<file path="config.mk">
export PLATFORM = sky130hd
export DESIGN_NAME = ma_result_drain_flat
export DESIGN_NICKNAME = d
export VERILOG_FILES = /design/src/rtl/ma_result_drain_pkg.sv /design/src/rtl/ma_result_drain_if.sv /design/src/rtl/ma_result_drain_fifo.sv /design/src/rtl/ma_result_drain.sv /design/src/flat_wrapper.sv
export SDC_FILE = /design/constraint.sdc
export NUM_CORES = 1
export LEC_CHECK = 0
export CAP_MARGIN = 20
export CELL_PAD_IN_SITES_DETAIL_PLACEMENT = 0
export CELL_PAD_IN_SITES_GLOBAL_PLACEMENT = 1
export CORE_MARGIN = 4
export CORE_UTILIZATION = 30
export DETAILED_ROUTE_END_ITERATION = 6
export PLACE_DENSITY = 0.56
export REMOVE_ABC_BUFFERS = 1
export SLEW_MARGIN = 5
export SYNTH_ARGS = -nofsm -noshare
export SYNTH_HDL_FRONTEND = slang
export SYNTH_SLANG_ARGS = --single-unit
</file>
<file path="constraint.sdc">
create_clock -name clk -period 17.2 [get_ports clk]
set_input_delay 1.72 -clock clk [delete_from_list [all_inputs] [get_ports clk]]
set_output_delay 1.72 -clock clk [all_outputs]
set_load 0.05 [all_outputs]
</file>
<file path="src/rtl/ma_result_drain_pkg.sv">
// Shared types and constants for the MA result drain.
// Contents: lane/width constants, lane index type, result-set payload struct,
// drain FSM state enum and a status-word helper.
package ma_result_drain_pkg;

    localparam int unsigned LANES  = 8;
    localparam int unsigned WIDTH  = 32;
    localparam int unsigned LANE_W = $clog2(LANES);
    localparam int unsigned CNT_W  = 8;

    typedef logic [LANE_W-1:0] lane_t;

    // One captured result set; sum[i] is lane i.
    typedef struct packed {
        logic [LANES-1:0][WIDTH-1:0] sum;
        logic [LANES-1:0]            inf;
        logic [LANES-1:0]            ovf;
    } result_set_t;

    typedef enum logic [1:0] {
        ST_IDLE   = 2'd0,
        ST_STREAM = 2'd1,
        ST_STATUS = 2'd2
    } drain_state_e;

    // Summary beat payload: {zeros, overflow mask, isInf mask}.
    function automatic logic [WIDTH-1:0] status_word(input result_set_t s);
        return WIDTH'({s.ovf, s.inf});
    endfunction

endpackage

</file>
<file path="src/rtl/ma_result_drain_if.sv">
// Write-back beat stream between the result drain and the AFU.
// Signals: out_valid/out_ready handshake, out_data (lane sum), out_lane,
// out_inf/out_ovf (lane flags), out_last (final beat of a set).
// master = drain side (drives beats), slave = consumer side (drives ready).
interface ma_result_drain_if;
    import ma_result_drain_pkg::*;

    logic             out_valid;
    logic             out_ready;
    logic [WIDTH-1:0] out_data;
    lane_t            out_lane;
    logic             out_inf;
    logic             out_ovf;
    logic             out_last;

    modport master (
        output out_valid, out_data, out_lane, out_inf, out_ovf, out_last,
        input  out_ready
    );

    modport slave (
        input  out_valid, out_data, out_lane, out_inf, out_ovf, out_last,
        output out_ready
    );

endinterface

</file>
<file path="src/rtl/ma_result_drain_fifo.sv">
// ma_result_fifo: DEPTH-entry result-set FIFO with same-cycle push+pop when full.
// Ports: clk, rst_n; push_i/wdata_i write side; pop_i read side;
//   full_o      registered full flag
//   nxt_empty_c occupancy after this edge is zero (combinational)
//   nxt_head_c  head entry as it will be after this edge (combinational),
//               including bypass of a push into an empty/draining FIFO.
module ma_result_fifo
    import ma_result_drain_pkg::*;
#(
    parameter int unsigned DEPTH = 2
) (
    input  logic        clk,
    input  logic        rst_n,
    input  logic        push_i,
    input  result_set_t wdata_i,
    input  logic        pop_i,
    output logic        full_o,
    output logic        nxt_empty_c,
    output result_set_t nxt_head_c
);

    localparam int unsigned PTR_W = $clog2(DEPTH);
    localparam int unsigned CNT_W_F = $clog2(DEPTH + 1);

    result_set_t        mem_q [DEPTH];
    logic [PTR_W-1:0]   rd_ptr_q, rd_ptr_d;
    logic [PTR_W-1:0]   wr_ptr_q, wr_ptr_d;
    logic [CNT_W_F-1:0] count_q, count_d;
    logic               full_q;
    logic               push_eff, pop_eff;

    // A push into a full FIFO is only legal when the head leaves this cycle.
    assign pop_eff  = pop_i && (count_q != '0);
    assign push_eff = push_i && (!full_q || pop_eff);

    // Pointer/occupancy next state; DEPTH is a power of two so pointers wrap.
    always_comb begin
        rd_ptr_d = rd_ptr_q;
        wr_ptr_d = wr_ptr_q;
        if (pop_eff)  rd_ptr_d = rd_ptr_q + PTR_W'(1);
        if (push_eff) wr_ptr_d = wr_ptr_q + PTR_W'(1);
        count_d = count_q + CNT_W_F'(push_eff) - CNT_W_F'(pop_eff);
    end

    always_ff @(posedge clk or negedge rst_n) begin
        if (!rst_n) begin
            rd_ptr_q <= '0;
            wr_ptr_q <= '0;
            count_q  <= '0;
            full_q   <= 1'b0;
        end else begin
            rd_ptr_q <= rd_ptr_d;
            wr_ptr_q <= wr_ptr_d;
            count_q  <= count_d;
            full_q   <= (count_d == CNT_W_F'(DEPTH));
        end
    end

    // Payload storage; contents are qualified by the pointers, so no reset.
    always_ff @(posedge clk) begin
        if (push_eff) mem_q[wr_ptr_q] <= wdata_i;
    end

    // Look-ahead head: bypass the write when it lands on the new head slot.
    always_comb begin
        if (push_eff && (wr_ptr_q == rd_ptr_d)) nxt_head_c = wdata_i;
        else                                    nxt_head_c = mem_q[rd_ptr_d];
    end

    assign nxt_empty_c = (count_d == '0);
    assign full_o      = full_q;

endmodule

</file>
<file path="src/rtl/ma_result_drain.sv">
// ma_result_drain: consumer end of the 8-lane MA group's result interface.
// Captures a result set when every finish_out bit is high, buffers DEPTH sets
// and serializes them one lane per beat on drain_if (master modport).
// Ports: clk, rst_n (async, active-low); sum/isInf/overflow/finish_out from the
//   MA group; drain_if beat stream; drop_err/skew_err sticky flags; drop_cnt
//   saturating count of sets lost to a full buffer.
// Option: MA_DRAIN_STATUS_WORD_EN adds a per-set status beat carrying the
//   overflow/isInf masks after lane LANES-1.
module ma_result_drain
    import ma_result_drain_pkg::*;
#(
    parameter int unsigned DEPTH = 2
) (
    input  logic                   clk,
    input  logic                   rst_n,
    input  logic [LANES*WIDTH-1:0] sum,
    input  logic [LANES-1:0]       isInf,
    input  logic [LANES-1:0]       overflow,
    input  logic [LANES-1:0]       finish_out,
    ma_result_drain_if.master      drain_if,
    output logic                   drop_err,
    output logic                   skew_err,
    output logic [CNT_W-1:0]       drop_cnt
);

    localparam lane_t LAST_LANE = lane_t'(LANES - 1);

    drain_state_e     state_q, state_d;
    lane_t            lane_q, lane_d;
    logic             out_valid_q, out_valid_d;
    logic [WIDTH-1:0] out_data_q, out_data_d;
    lane_t            out_lane_q, out_lane_d;
    logic             out_inf_q, out_inf_d;
    logic             out_ovf_q, out_ovf_d;
    logic             out_last_q, out_last_d;
    logic             drop_err_q, drop_err_d;
    logic             skew_err_q, skew_err_d;
    logic [CNT_W-1:0] drop_cnt_q, drop_cnt_d;

    logic        capture_c, skew_c, xfer_c, final_beat_c, pop_c, push_c, drop_c;
    logic        fifo_full, fifo_nxt_empty;
    result_set_t cap_set_c, nxt_head;

    assign cap_set_c = {sum, isInf, overflow};
    assign capture_c = &finish_out;
    assign skew_c    = (|finish_out) && !capture_c;
    assign xfer_c    = out_valid_q && drain_if.out_ready;

    // The beat that retires the head set.
`ifdef MA_DRAIN_STATUS_WORD_EN
    assign final_beat_c = (state_q == ST_STATUS);
`else
    assign final_beat_c = (state_q == ST_STREAM) && (lane_q == LAST_LANE);
`endif
    assign pop_c  = xfer_c && final_beat_c;
    // A full buffer still accepts when its head leaves in the same cycle.
    assign push_c = capture_c && (!fifo_full || pop_c);
    assign drop_c = capture_c && fifo_full && !pop_c;

    ma_result_fifo #(.DEPTH(DEPTH)) u_fifo (
        .clk         (clk),
        .rst_n       (rst_n),
        .push_i      (push_c),
        .wdata_i     (cap_set_c),
        .pop_i       (pop_c),
        .full_o      (fifo_full),
        .nxt_empty_c (fifo_nxt_empty),
        .nxt_head_c  (nxt_head)
    );

    // Drain FSM next state and lane pointer.
    always_comb begin
        state_d = state_q;
        lane_d  = lane_q;
        case (state_q)
            ST_IDLE: begin
                lane_d = '0;
                if (!fifo_nxt_empty) state_d = ST_STREAM;
            end
            ST_STREAM: begin
                if (xfer_c) begin
                    if (lane_q == LAST_LANE) begin
                        lane_d = '0;
`ifdef MA_DRAIN_STATUS_WORD_EN
                        state_d = ST_STATUS;
`else
                        state_d = fifo_nxt_empty ? ST_IDLE : ST_STREAM;
`endif
                    end else begin
                        lane_d = lane_q + lane_t'(1);
                    end
                end
            end
`ifdef MA_DRAIN_STATUS_WORD_EN
            ST_STATUS: begin
                if (xfer_c) begin
                    lane_d  = '0;
                    state_d = fifo_nxt_empty ? ST_IDLE : ST_STREAM;
                end
            end
`endif
            default: begin
                state_d = ST_IDLE;
                lane_d  = '0;
            end
        endcase
    end

    // Next beat, built from the post-edge state and head so outputs stay registered.
    always_comb begin
        out_valid_d = 1'b0;
        out_data_d  = '0;
        out_lane_d  = '0;
        out_inf_d   = 1'b0;
        out_ovf_d   = 1'b0;
        out_last_d  = 1'b0;
        case (state_d)
            ST_STREAM: begin
                out_valid_d = 1'b1;
                out_data_d  = nxt_head.sum[lane_d];
                out_lane_d  = lane_d;
                out_inf_d   = nxt_head.inf[lane_d];
                out_ovf_d   = nxt_head.ovf[lane_d];
`ifndef MA_DRAIN_STATUS_WORD_EN
                out_last_d  = (lane_d == LAST_LANE);
`endif
            end
`ifdef MA_DRAIN_STATUS_WORD_EN
            ST_STATUS: begin
                out_valid_d = 1'b1;
                out_data_d  = status_word(nxt_head);
                out_inf_d   = |nxt_head.inf;
                out_ovf_d   = |nxt_head.ovf;
                out_last_d  = 1'b1;
            end
`endif
            default: ;
        endcase
    end

    // Sticky error flags and saturating drop counter.
    always_comb begin
        drop_err_d = drop_err_q || drop_c;
        skew_err_d = skew_err_q || skew_c;
        drop_cnt_d = drop_cnt_q;
        if (drop_c && (drop_cnt_q != {CNT_W{1'b1}})) drop_cnt_d = drop_cnt_q + CNT_W'(1);
    end

    always_ff @(posedge clk or negedge rst_n) begin
        if (!rst_n) begin
            state_q     <= ST_IDLE;
            lane_q      <= '0;
            out_valid_q <= 1'b0;
            out_data_q  <= '0;
            out_lane_q  <= '0;
            out_inf_q   <= 1'b0;
            out_ovf_q   <= 1'b0;
            out_last_q  <= 1'b0;
            drop_err_q  <= 1'b0;
            skew_err_q  <= 1'b0;
            drop_cnt_q  <= '0;
        end else begin
            state_q     <= state_d;
            lane_q      <= lane_d;
            out_valid_q <= out_valid_d;
            out_data_q  <= out_data_d;
            out_lane_q  <= out_lane_d;
            out_inf_q   <= out_inf_d;
            out_ovf_q   <= out_ovf_d;
            out_last_q  <= out_last_d;
            drop_err_q  <= drop_err_d;
            skew_err_q  <= skew_err_d;
            drop_cnt_q  <= drop_cnt_d;
        end
    end

    assign drain_if.out_valid = out_valid_q;
    assign drain_if.out_data  = out_data_q;
    assign drain_if.out_lane  = out_lane_q;
    assign drain_if.out_inf   = out_inf_q;
    assign drain_if.out_ovf   = out_ovf_q;
    assign drain_if.out_last  = out_last_q;
    assign drop_err           = drop_err_q;
    assign skew_err           = skew_err_q;
    assign drop_cnt           = drop_cnt_q;

endmodule
</file>
<file path="src/flat_wrapper.sv">
// flat-port wrapper written by rule: the top's interface ports become plain ports
module ma_result_drain_flat import ma_result_drain_pkg::*;
#(
    parameter int unsigned DEPTH = 2
)
  (clk, rst_n, sum, isInf, overflow, finish_out, drop_err, skew_err, drop_cnt, drain_if_out_valid, drain_if_out_data, drain_if_out_lane, drain_if_out_inf, drain_if_out_ovf, drain_if_out_last, drain_if_out_ready);
  ma_result_drain_if drain_if_i ();
  input  logic clk;
  input  logic rst_n;
  input  logic [LANES*WIDTH-1:0] sum;
  input  logic [LANES-1:0] isInf;
  input  logic [LANES-1:0] overflow;
  input  logic [LANES-1:0] finish_out;
  output logic drop_err;
  output logic skew_err;
  output logic [CNT_W-1:0] drop_cnt;
  output wire logic [$bits(drain_if_i.out_valid)-1:0] drain_if_out_valid;
  output wire logic [$bits(drain_if_i.out_data)-1:0] drain_if_out_data;
  output wire logic [$bits(drain_if_i.out_lane)-1:0] drain_if_out_lane;
  output wire logic [$bits(drain_if_i.out_inf)-1:0] drain_if_out_inf;
  output wire logic [$bits(drain_if_i.out_ovf)-1:0] drain_if_out_ovf;
  output wire logic [$bits(drain_if_i.out_last)-1:0] drain_if_out_last;
  input wire logic [$bits(drain_if_i.out_ready)-1:0] drain_if_out_ready;
  assign drain_if_out_valid = drain_if_i.out_valid;
  assign drain_if_out_data = drain_if_i.out_data;
  assign drain_if_out_lane = drain_if_i.out_lane;
  assign drain_if_out_inf = drain_if_i.out_inf;
  assign drain_if_out_ovf = drain_if_i.out_ovf;
  assign drain_if_out_last = drain_if_i.out_last;
  assign drain_if_i.out_ready = drain_if_out_ready;
  ma_result_drain #(.DEPTH(DEPTH)) u_core (.clk(clk), .rst_n(rst_n), .sum(sum), .isInf(isInf), .overflow(overflow), .finish_out(finish_out), .drain_if(drain_if_i), .drop_err(drop_err), .skew_err(skew_err), .drop_cnt(drop_cnt));
endmodule
</file>
---- Word-level counts from Yosys, hierarchy flattened ----
Memory sizes are Yosys's and may differ from the RTL's.
Cells that the tools add are included.
word-level totals
  register bits ........................... 59
  output and inout port bits .............. 49
  memories kept ........................... 1
  RAM bits ................................ 544
memory list
  memory               words  width  read ports  clocked after memory_dff  write ports  line                        source
  u_core.u_fifo.mem_q  2      272    1           0                         1            ma_result_drain_fifo.sv:25  result_set_t mem_q [DEPTH];
cells by class
  $add $sub $neg .......................... 6
  mux-type cells .......................... 24
  magnitude comparators ................... 1
  equal/unequal tests ..................... 7
  reductions and logical operators ........ 23
operators by type and width
  operator                                                                      number
  272-bit 2-to-1 mux                                                            1
  32-bit binary-select mux with 3-bit select                                    1
  32-bit 2-to-1 mux                                                             2
  3-bit 2-to-1 mux                                                              4
  1-bit logical AND                                                             11
  1-bit 2-to-1 mux                                                              10
  8-bit by 1-bit adder with 8-bit output, second input constant                 1
  8-bit != test, second input constant                                          1
  8-bit AND reduction                                                           1
  8-bit OR reduction                                                            1
  1-bit binary-select mux with 3-bit select                                     2
  3-bit equality test, second input constant                                    2
  2-bit 2-to-1 mux                                                              3
  2-bit by 1-bit equality test with 1-bit output, second input constant         2
  2-bit logical NOT                                                             2
  1-bit logical OR                                                              4
  3-bit by 4-bit less-than comparator with 1-bit output, second input constant  1
  2-bit case mux with 2 select lines                                            1
  3-bit by 1-bit adder with 3-bit output, second input constant                 1
  1-bit logical NOT                                                             3
  1-bit adder, second input constant                                            2
  2-bit by 1-bit adder with 2-bit output                                        1
  2-bit equality test, second input constant                                    1
  2-bit nonzero test                                                            1
  2 further kinds                                                               2

---- Logic depth before layout (Yosys ltp) ----
Gate-level depths: netlist of the first run.
  depth in word-level cells ............... 15
  gate-level depth with buffers ........... 18

---- Modules after synthesis ----
From an unflattened synthesis of the first run, not the netlist that was laid out.
unflattened totals
  cell total of the unflattened synthesis .. 2319
  area total of the unflattened synthesis .. 28294.6 µm²
by module, submodules not included
  module           sequential area each (µm²)  area an instance (µm²)  times used  cells each
  ma_result_fifo   16460.8                     24095.6                 1           1812
  ma_result_drain  1351.3                      4199.0                  1           507

---- Least setup slack after synthesis of the first run ----
No wires, ideal clock.
  kind .................................... input to register
  start point ............................. input drain_if_out_ready
  end point ............................... memory u_core.u_fifo.mem_q[0][0] (netlist name) (enable)
  stages .................................. 7
  data required time ...................... 16.289 ns
  path slack .............................. 2.227 ns
  setup time .............................. 0.911 ns
  arrival time ............................ 14.063 ns
  cell sequence ........................... buf_4 -> and3_1 -> buf_4 -> nand3_1 -> a21boi_1 -> inv_1 -> nor2_1
between the ends
  word-level cells in the longest chain between the ends .. 7
ends and longest elaborated chain
  item                                                          line                                               source
  from (decl)                                                   flat_wrapper.sv:23                                 input wire logic [$bits(drain_if_i.out_ready)-1:0] drain_if_out_ready;
  1-bit logical AND *                                           ma_result_drain.sv:47                              assign xfer_c = out_valid_q && drain_if.out_ready;
  1-bit logical AND *                                           ma_result_drain.sv:55                              assign pop_c = xfer_c && final_beat_c;
  1-bit logical OR / 1-bit logical AND (equally long branches)  ma_result_drain.sv:57, ma_result_drain_fifo.sv:33
  1-bit logical AND / 1-bit logical OR (equally long branches)  ma_result_drain.sv:57, ma_result_drain_fifo.sv:34
  1-bit logical AND *                                           ma_result_drain_fifo.sv:34                         assign push_eff = push_i && (!full_q || pop_eff);
  1-bit 2-to-1 mux *                                            ma_result_drain_fifo.sv:61                         if (push_eff) mem_q[wr_ptr_q] <= wdata_i;
  1-bit 2-to-1 mux (not written as such) *                      ma_result_drain_fifo.sv:61
  to (decl)                                                     ma_result_drain_fifo.sv:25
Mark *: on every way between the ends. The rest lies on a longest branch, timed or not.

---- Worst setup path after layout of the first run ----
  start point ............................. input drain_if_out_ready
  end point ............................... register u_core.out_data_q[19] (netlist: u_core.drain_if.out_data[19])
between the ends
  word-level cells in the longest chain between the ends .. 14
ends and longest elaborated chain
  item                                                          line                                               source
  1-bit logical AND *                                           ma_result_drain.sv:47
  1-bit logical AND *                                           ma_result_drain.sv:55
  1-bit logical OR / 1-bit logical AND (equally long branches)  ma_result_drain.sv:57, ma_result_drain_fifo.sv:33
  1-bit logical AND / 1-bit logical OR (equally long branches)  ma_result_drain.sv:57, ma_result_drain_fifo.sv:34
  1-bit logical AND                                             ma_result_drain_fifo.sv:34
  2-bit by 1-bit adder with 2-bit output                        ma_result_drain_fifo.sv:42                         count_d = count_q + CNT_W_F'(push_eff) - CNT_W_F'(pop_eff);
  2-bit by 1-bit subtractor with 2-bit output *                 ma_result_drain_fifo.sv:42
  net u_core.u_fifo.count_d[1]                                  ma_result_drain_fifo.sv:28                         logic [CNT_W_F-1:0] count_q, count_d;
  2-bit logical NOT *                                           ma_result_drain_fifo.sv:70                         assign nxt_empty_c = (count_d == '0);
  1-bit 2-to-1 mux                                              ma_result_drain.sv:87                              state_d = fifo_nxt_empty ? ST_IDLE : ST_STREAM;
  2-bit 2-to-1 mux                                              ma_result_drain.sv:82                              if (lane_q == LAST_LANE) begin
  2-bit 2-to-1 mux                                              ma_result_drain.sv:81                              if (xfer_c) begin
  2-bit case mux with 2 select lines *                          ma_result_drain.sv:75                              case (state_q)
  2-bit by 1-bit equality test with 1-bit output *              ma_result_drain.sv:117                             case (state_d)
  32-bit 2-to-1 mux *                                           ma_result_drain.sv:117
  net u_core.out_data_d[19]                                     ma_result_drain.sv:31                              logic [WIDTH-1:0] out_data_q, out_data_d;
  to (signal assigned)                                          ma_result_drain.sv:166                             out_data_q <= out_data_d;
  to (decl)                                                     ma_result_drain.sv:31
The timed path passes the listed nets; every way through them passes the cells marked *. The select of a mux whose other input is x is not followed.
A chain may end at the register's enable or synchronous reset.

==> reports/results.tsv, run 1 <==
metric	value	unit
syn_inst	2277	
coreArea	90600	um2
cp.arrival	6.94	ns
grt_max_degree	175	
grt.overflow.total	0	
dp_hpwl	58.9	mm
power	3.34	mW
yosysWarnings	0	
wirelength	102	mm
ioPinCount	332	
post_cts_buffers	0	
cts_max_level	3	
area_growth	24.4	%
critPathCaptureType	register	
instances_no_fill	3742	
peakVddDrop	0.0000686	V
critPathLaunch	drain_if_out_ready	
criticalPathCategory	in2reg	
ff2ff_path_depth	14	
syn_area	27600	um2
drive_above_1_share	8.05	%
detail_route.wl_per_cell	27.1	um
clock_latency	0.60	ns
crit_end	u_core.drain_if.out_data[19]	
worstMarginPinSlew	1.25	ns
reg2reg_from	u_core.state_q[0]	
p_leak	11.3	nW
fmax	153	MHz
vias	21200	
r2r_end	u_core.drain_if.out_data[19]	
status	completed	
fin_nets	2791	
synth_top_flop_cell	edfxtp_1	
cts_hold_buffers	0	
die_h	311	um
drt_iter0_drc	2013	
globalplace.congestion	0.775	
die_area	96800	um2
fillers	8662	
powerDensity	97.5	nW/um2
min_period_over_period	37.9	%
critPathRequiredTime	17.62	ns
ant_nets	0	
yosysUniqueCellTypes	64	
placedCellCount	3603	
cts_tree	yes	
yosysSeqAreaShare	64.6	%
avgSynthCellArea	12.1	um2
synth-edff-count	544	
port_buffers	331	
fin_crit	6.52	ns
synth_seq_cells	603	
hold_class	reg2reg	
clock_path_buffers	3	
crit_path_max_fanout	32	
grtUsageTotal	20.3	%
synth.area.top_cells	edfxtp_1, dfrtp_1, nand2_1	
fin_setup_tns	0	ns
root_buffer	clkbuf_16	
cts_made_buffers	72	
async_flop_share	9.78	%
row_count	110	
dr.pass1.iters	5	
slew_headroom	16.8	%
die_x	311	um
cts_resized	0	
slew_viol_final	0	
rsz0062_at_grt	false	
vias_per_cell	5.68	
synth_top_area_cell	edfxtp_1	
grt_pass1_vias	21600	
setup_viol	0	
clk_pin_slew	0.05	ns
antenna_found_initial	14	
r2r_slack	11.23	ns
cts.sinks	603	
grt_pass1_wl	148	mm
skew	0.0176	ns
maxCapViolCount	0	
hold_viol	0	
initial_utilization	30.4	%
crit_path_start_kind	input port	
synth_top_area_share	59.2	%
drc	0	
[worst max-delay path: stages]
cell             delay (ns)
clkdlybuf4s50_1        0.69
and3_4                 0.26
nand3_2                0.68
a21boi_1               0.76
inv_1                  0.26
ha_1                   0.35
inv_1                  0.06
ha_1                   0.15
xor3_1                 0.26
nor2_1                 0.11
a2bb2oi_1              0.49
a21oi_4                0.04
nand2_1                0.83
o211ai_1               0.25
[worst min-delay path by stage]
stage                                    start              end  slack (ns)  depth (start not counted)
after CTS                      u_core.skew_err  u_core.skew_err        0.47                          1
after global routing           u_core.skew_err  u_core.skew_err        0.48                          1
final                          u_core.skew_err  u_core.skew_err        0.46                          1
after detailed placement       u_core.skew_err  u_core.skew_err        0.45                          1
after global placement         u_core.skew_err  u_core.skew_err        0.45                          1
after floorplan           u_core.u_fifo.full_o  u_core.drop_err        0.51                          1
[flip-flops by register name (all words and copies together), names as in the netlist]
register	cells
u_core.lane_q	3
u_core.state_q	2
u_core.drain_if.out_data	32
u_core.drain_if.out_inf	1
u_core.u_fifo.full_o	1
u_core.skew_err	1
u_core.u_fifo.wr_ptr_q	1
u_core.drop_cnt	8
u_core.drain_if.out_lane	3
u_core.u_fifo.rd_ptr_q	1
u_core.drain_if.out_valid	1
u_core.drain_if.out_last	1
u_core.drain_if.out_ovf	1
u_core.u_fifo.count_q	2
u_core.drop_err	1
u_core.u_fifo.mem_q	544
[kinds of logic after synthesis]
family | synth area share (%)
AO/OA/AOI/OAI | 17.2
adder cells (fa/ha/maj) | 0.227
multiplexers | 1.59
other | 0.0136
AND/OR/NAND/NOR | 12.2
XOR/XNOR | 0.422
buffers and inverters | 3.73
flip-flops | 64.6
[cells in the final DEF (no fill, tap or decap), types with 4 or more instances in the layout]
cell / n
or4_1: 15
buf_4: 40
o2111ai_1: 19
and3_1: 64
inv_1: 25
o211ai_1: 15
a2111oi_1: 5
nand2_1: 280
ha_1: 5
a31oi_1: 68
a2111oi_2: 7
o21ai_0: 140
nand3_1: 207
nor3_1: 19
clkbuf_8: 7
a311oi_1: 49
xnor2_1: 5
a32oi_1: 19
diode_2: 7
o22ai_1: 34
clkdlybuf4s50_1: 330
nand4_1: 5
a211oi_1: 99
dfrtp_1: 58
o31ai_1: 15
clkinvlp_4: 4
a2111oi_0: 56
a221oi_1: 30
clkbuf_1: 20
clkinv_1: 9
nor2_1: 6
mux4_2: 19
clkinv_2: 9
nand2b_1: 68
a21oi_1: 129
edfxtp_1: 544
clkbuf_16: 77
[area by class of cell]
cell class	count	area [um2]	area share (%)
Multi-Input combinational cell	1420	8870	25.8
Antenna cell	7	17.5	0.0511
Clock buffer	104	2100	6.12
Timing Repair Buffer	375	3730	10.9
Inverter	31	124	0.361
Sequential cell	603	17800	51.9
Tap cell	1176	1470	4.29
Clock inverter	26	191	0.558
[metal layers]
layer / part of all wire, % / up-vias / track usage, % / wire length (um)
li1: - / 9424 / - / -
met1: 42 / 10800 / 26.5 / 42800
met2: 48 / 808 / 33.3 / 48900
met3: 6.4 / 182 / 4.30 / 6530
met4: 3.2 / 12 / 7.53 / 3230
met5: 0.075 / - / 0 / 76
[stage by stage]
step	area, um2	setup WS [ns]	hold slack (ns)	util (%)
after floorplan	26700	0.502	0.506	-
after global placement	31900	9.99	0.454	35.2
after detailed placement	31900	9.78	0.454	35.3
after CTS	34200	10.38	0.468	37.8
after global routing	34300	10.40	0.478	37.9
final	34300	10.68	0.464	37.9
[where the power goes]
| group | internal (mW) | switching (mW) |
|---|---|---|
| combinational | 0.0933 | 0.150 |
| sequential | 1.61 | 0.00969 |
| clock | 0.877 | 0.605 |
[synth_stat cells, types with 25 or more instances]
master / number
a31oi_1: 68
nand2b_1: 69
a311oi_1: 49
nand2_1: 281
a2111oi_0: 56
a211oi_1: 99
a21oi_1: 129
clkbuf_1: 164
and3_1: 65
buf_2: 29
edfxtp_1: 544
dfrtp_1: 59
inv_1: 25
nand3_1: 208
o21ai_0: 140
a221oi_1: 30
o22ai_1: 34
Note: power is estimated with default switching activity, not from simulation.
==> run 2: changes to the inputs <==
PLACE_DENSITY = 0.58   (was 0.56)
clock period = 5.6 ns   (was 17.2 ns; I/O delays follow)
==> run 2 against run 1 <==
Compared with the run above: hold slack got worse by 0.048 ns; largest power group unchanged; total power increased to 3.2 times the previous value; sequential share of layout area decreased by 0.63 points; combinational power increased to 3.0 times the previous value; highest routed layer unchanged.
==> reports/results.tsv, run 2 (synthesis gave the netlist of run 1 again) <==
metric	value	unit	change
powerDensity	304	nW/um2	was 97.5 nW/um2
grtUsageTotal	20.0	%	was 20.3%
critPathMaxStageDelay	0.82	ns	was 0.83 ns
path_common_cell	ha_1		
cts_made_buffers	71		was 72
largest-register	u_core.u_fifo.mem_q		unchanged
clock_path_buffers	3		unchanged
antenna_found_initial	20		was 14
critPathCaptureType	register		unchanged
skew	0.0213	ns	was 0.0176 ns
p_sw_share	22.2	%	was 22.9%
drt_iter0_drc	2187		was 2013
hold_viol	0		unchanged
worst-path-buf-inv	3		unchanged
cts.sinks	603		unchanged
crit_chain	ha_1, ha_1, and3_4, nand3_2, a21boi_1, buf_4, inv_1, ha_1, inv_1, ha_1, xor3_1, nor2_1, a2bb2oi_1, a21oi_4, nand2_1, o211ai_1		was clkdlybuf4s50_1, and3_4, nand3_2, a21boi_1, inv_1, ha_1, inv_1, ha_1, xor3_1, nor2_1, a2bb2oi_1, a21oi_4, nand2_1, o211ai_1
slew_viol_final	0		unchanged
fin_nets	2801		was 2791
comb_power_share	6.9	%	was 7.3%
seq_power_share	47.1	%	was 48.4%
path_delay_family	simple AND/OR/NAND/NOR gates		unchanged
p_int	8.23	mW	was 2.58 mW
area_growth	26.0	%	was 24.4%
dp_hpwl	58.5	mm	was 58.9 mm
status	completed		unchanged
vias_per_cell	5.65		was 5.68
mostFrequentLayoutCells	edfxtp_1, clkdlybuf4s50_1, nand2_1		unchanged
final_common_cell	edfxtp_1		unchanged
clock_latency	0.60	ns	about the same
holdWs	0.417	ns	was 0.464 ns
root_buffer	clkbuf_16		unchanged
cts_tree	yes		unchanged
largest_register_ffs	544		unchanged
ioPinCount	332		unchanged
post_cts_buffers	0		unchanged
cp.arrival	4.82	ns	was 6.94 ns
fin_crit	4.39	ns	
maxCapViolCount	0		unchanged
crit_path_max_fanout	15		was 32
drc	0		unchanged
grt_pass1_vias	21500		was 21600
fillers	8573		was 8662
critPathRequiredTime	6.03	ns	was 17.62 ns
hold_class	in2async		was reg2reg
setup_viol	0		unchanged
power	10.6	mW	was 3.34 mW
grt_pass1_wl	145	mm	was 148 mm
p_sw	2.34	mW	was 0.764 mW
vias	21200		about the same
criticalPathCategory	reg2reg		was in2reg
fmax	228	MHz	
wirelength	101	mm	was 102 mm
min_period_over_period	78.4	%	
clk_pin_slew	0.06	ns	was 0.05 ns
clockPowerShare	46.0	%	was 44.3%
row_count	110		unchanged
drive_above_1_share	8.63	%	was 8.05%
grt.overflow.total	0		unchanged
initial_utilization	30.4	%	unchanged
dr.pass1.iters	6		was 5
cts_max_level	3		unchanged
grt_max_degree	186		was 175
slew_headroom	18.5	%	was 16.8%
die_h	311	um	unchanged
rsz0062_at_grt	false		unchanged
ant_nets	0		unchanged
cp_slowest_cell	nand2_1		unchanged
detail_route.wl_per_cell	26.8	um	was 27.1 um
die_x	311	um	unchanged
worstMarginPinSlew	1.22	ns	was 1.25 ns
crit_path_start_kind	register		was input port
die_area	96800	um2	unchanged
peakVddDrop	0.000198	V	was 0.0000686 V
p_leak	11.5	nW	was 11.3 nW
coreArea	90600	um2	unchanged
port_buffers	331		unchanged
globalplace.congestion	0.786		was 0.775
## run 2: area by class of cell
cell class	instances	area, um2	share of cell area [%]
clock buffer	102	2120	6.10
timing repair buffer	386	3950	11.4
clock inverter	29	352	1.01
antenna	13	32.5	0.0937
tap	1176	1470	4.24
sequential	603	17800	51.3
multi-input combinational	1420	8870	25.5
inverter	31	124	0.357
## run 2: per-stage QoR
| step | setup WS [ns] | cell area [um2] | util [%] | cells | TNS [ns] |
|---|---|---|---|---|---|
| floorplan | -10.89 | 26700 | - | 2054 | -6014.14 |
| global placement | 0.906 | 32100 | 35.5 | 3612 | 0 |
| detailed placement | 0.748 | 32100 | 35.5 | 3612 | 0 |
| CTS | 1.24 | 34600 | 38.2 | 3744 | 0 |
| global route | 0.936 | 34700 | 38.3 | 3755 | 0 |
| finish | 1.21 | 34700 | 38.4 | 3760 | 0 |
## run 2: final timing paths
path                       cells after the start             start  slack, ns                      endpoint
setup / recovery                              16  u_core.lane_q[0]       1.21  u_core.drain_if.out_data[21]
hold / removal                                 2             rst_n       0.42   u_core.drain_if.out_data[6]
setup reg to reg                              16  u_core.lane_q[0]       1.21  u_core.drain_if.out_data[21]
hold reg to reg                                1   u_core.skew_err       0.48               u_core.skew_err
max in group asynchronous                      3             rst_n       3.98        u_core.u_fifo.rd_ptr_q
min in group clk                               1   u_core.skew_err       0.48               u_core.skew_err
## run 2: layer usage
| layer | GRT usage, % | vias up | wire length (um) |
|---|---|---|---|
| met5 | 0 | - | 66 |
| met4 | 6.46 | 8 | 2290 |
| met3 | 4.59 | 137 | 7830 |
| met2 | 32.3 | 920 | 47600 |
| met1 | 26.8 | 10700 | 42800 |
| li1 | - | 9464 | - |
## run 2: power by group through the flow
stage | registers (mW) | clock network, mW | logic [mW]
3_5_place_dp | 5.07 | 0 | 0.736
5_1_grt | 4.98 | 5.15 | 0.770
6_report | 4.98 | 4.87 | 0.732
3_3_place_gp | 5.07 | 0 | 0.723
4_1_cts | 4.98 | 4.97 | 0.738
2_1_floorplan | 5.14 | 0 | 0.161
## run 2: what timing repair did
action / 4_1_cts / 5_1_grt
endpoints found under the hold margin: 14 / 0
setup endpoints to repair: 0 / 0
gates resized for setup: 0 / 0
hold buffers: 1 / 0
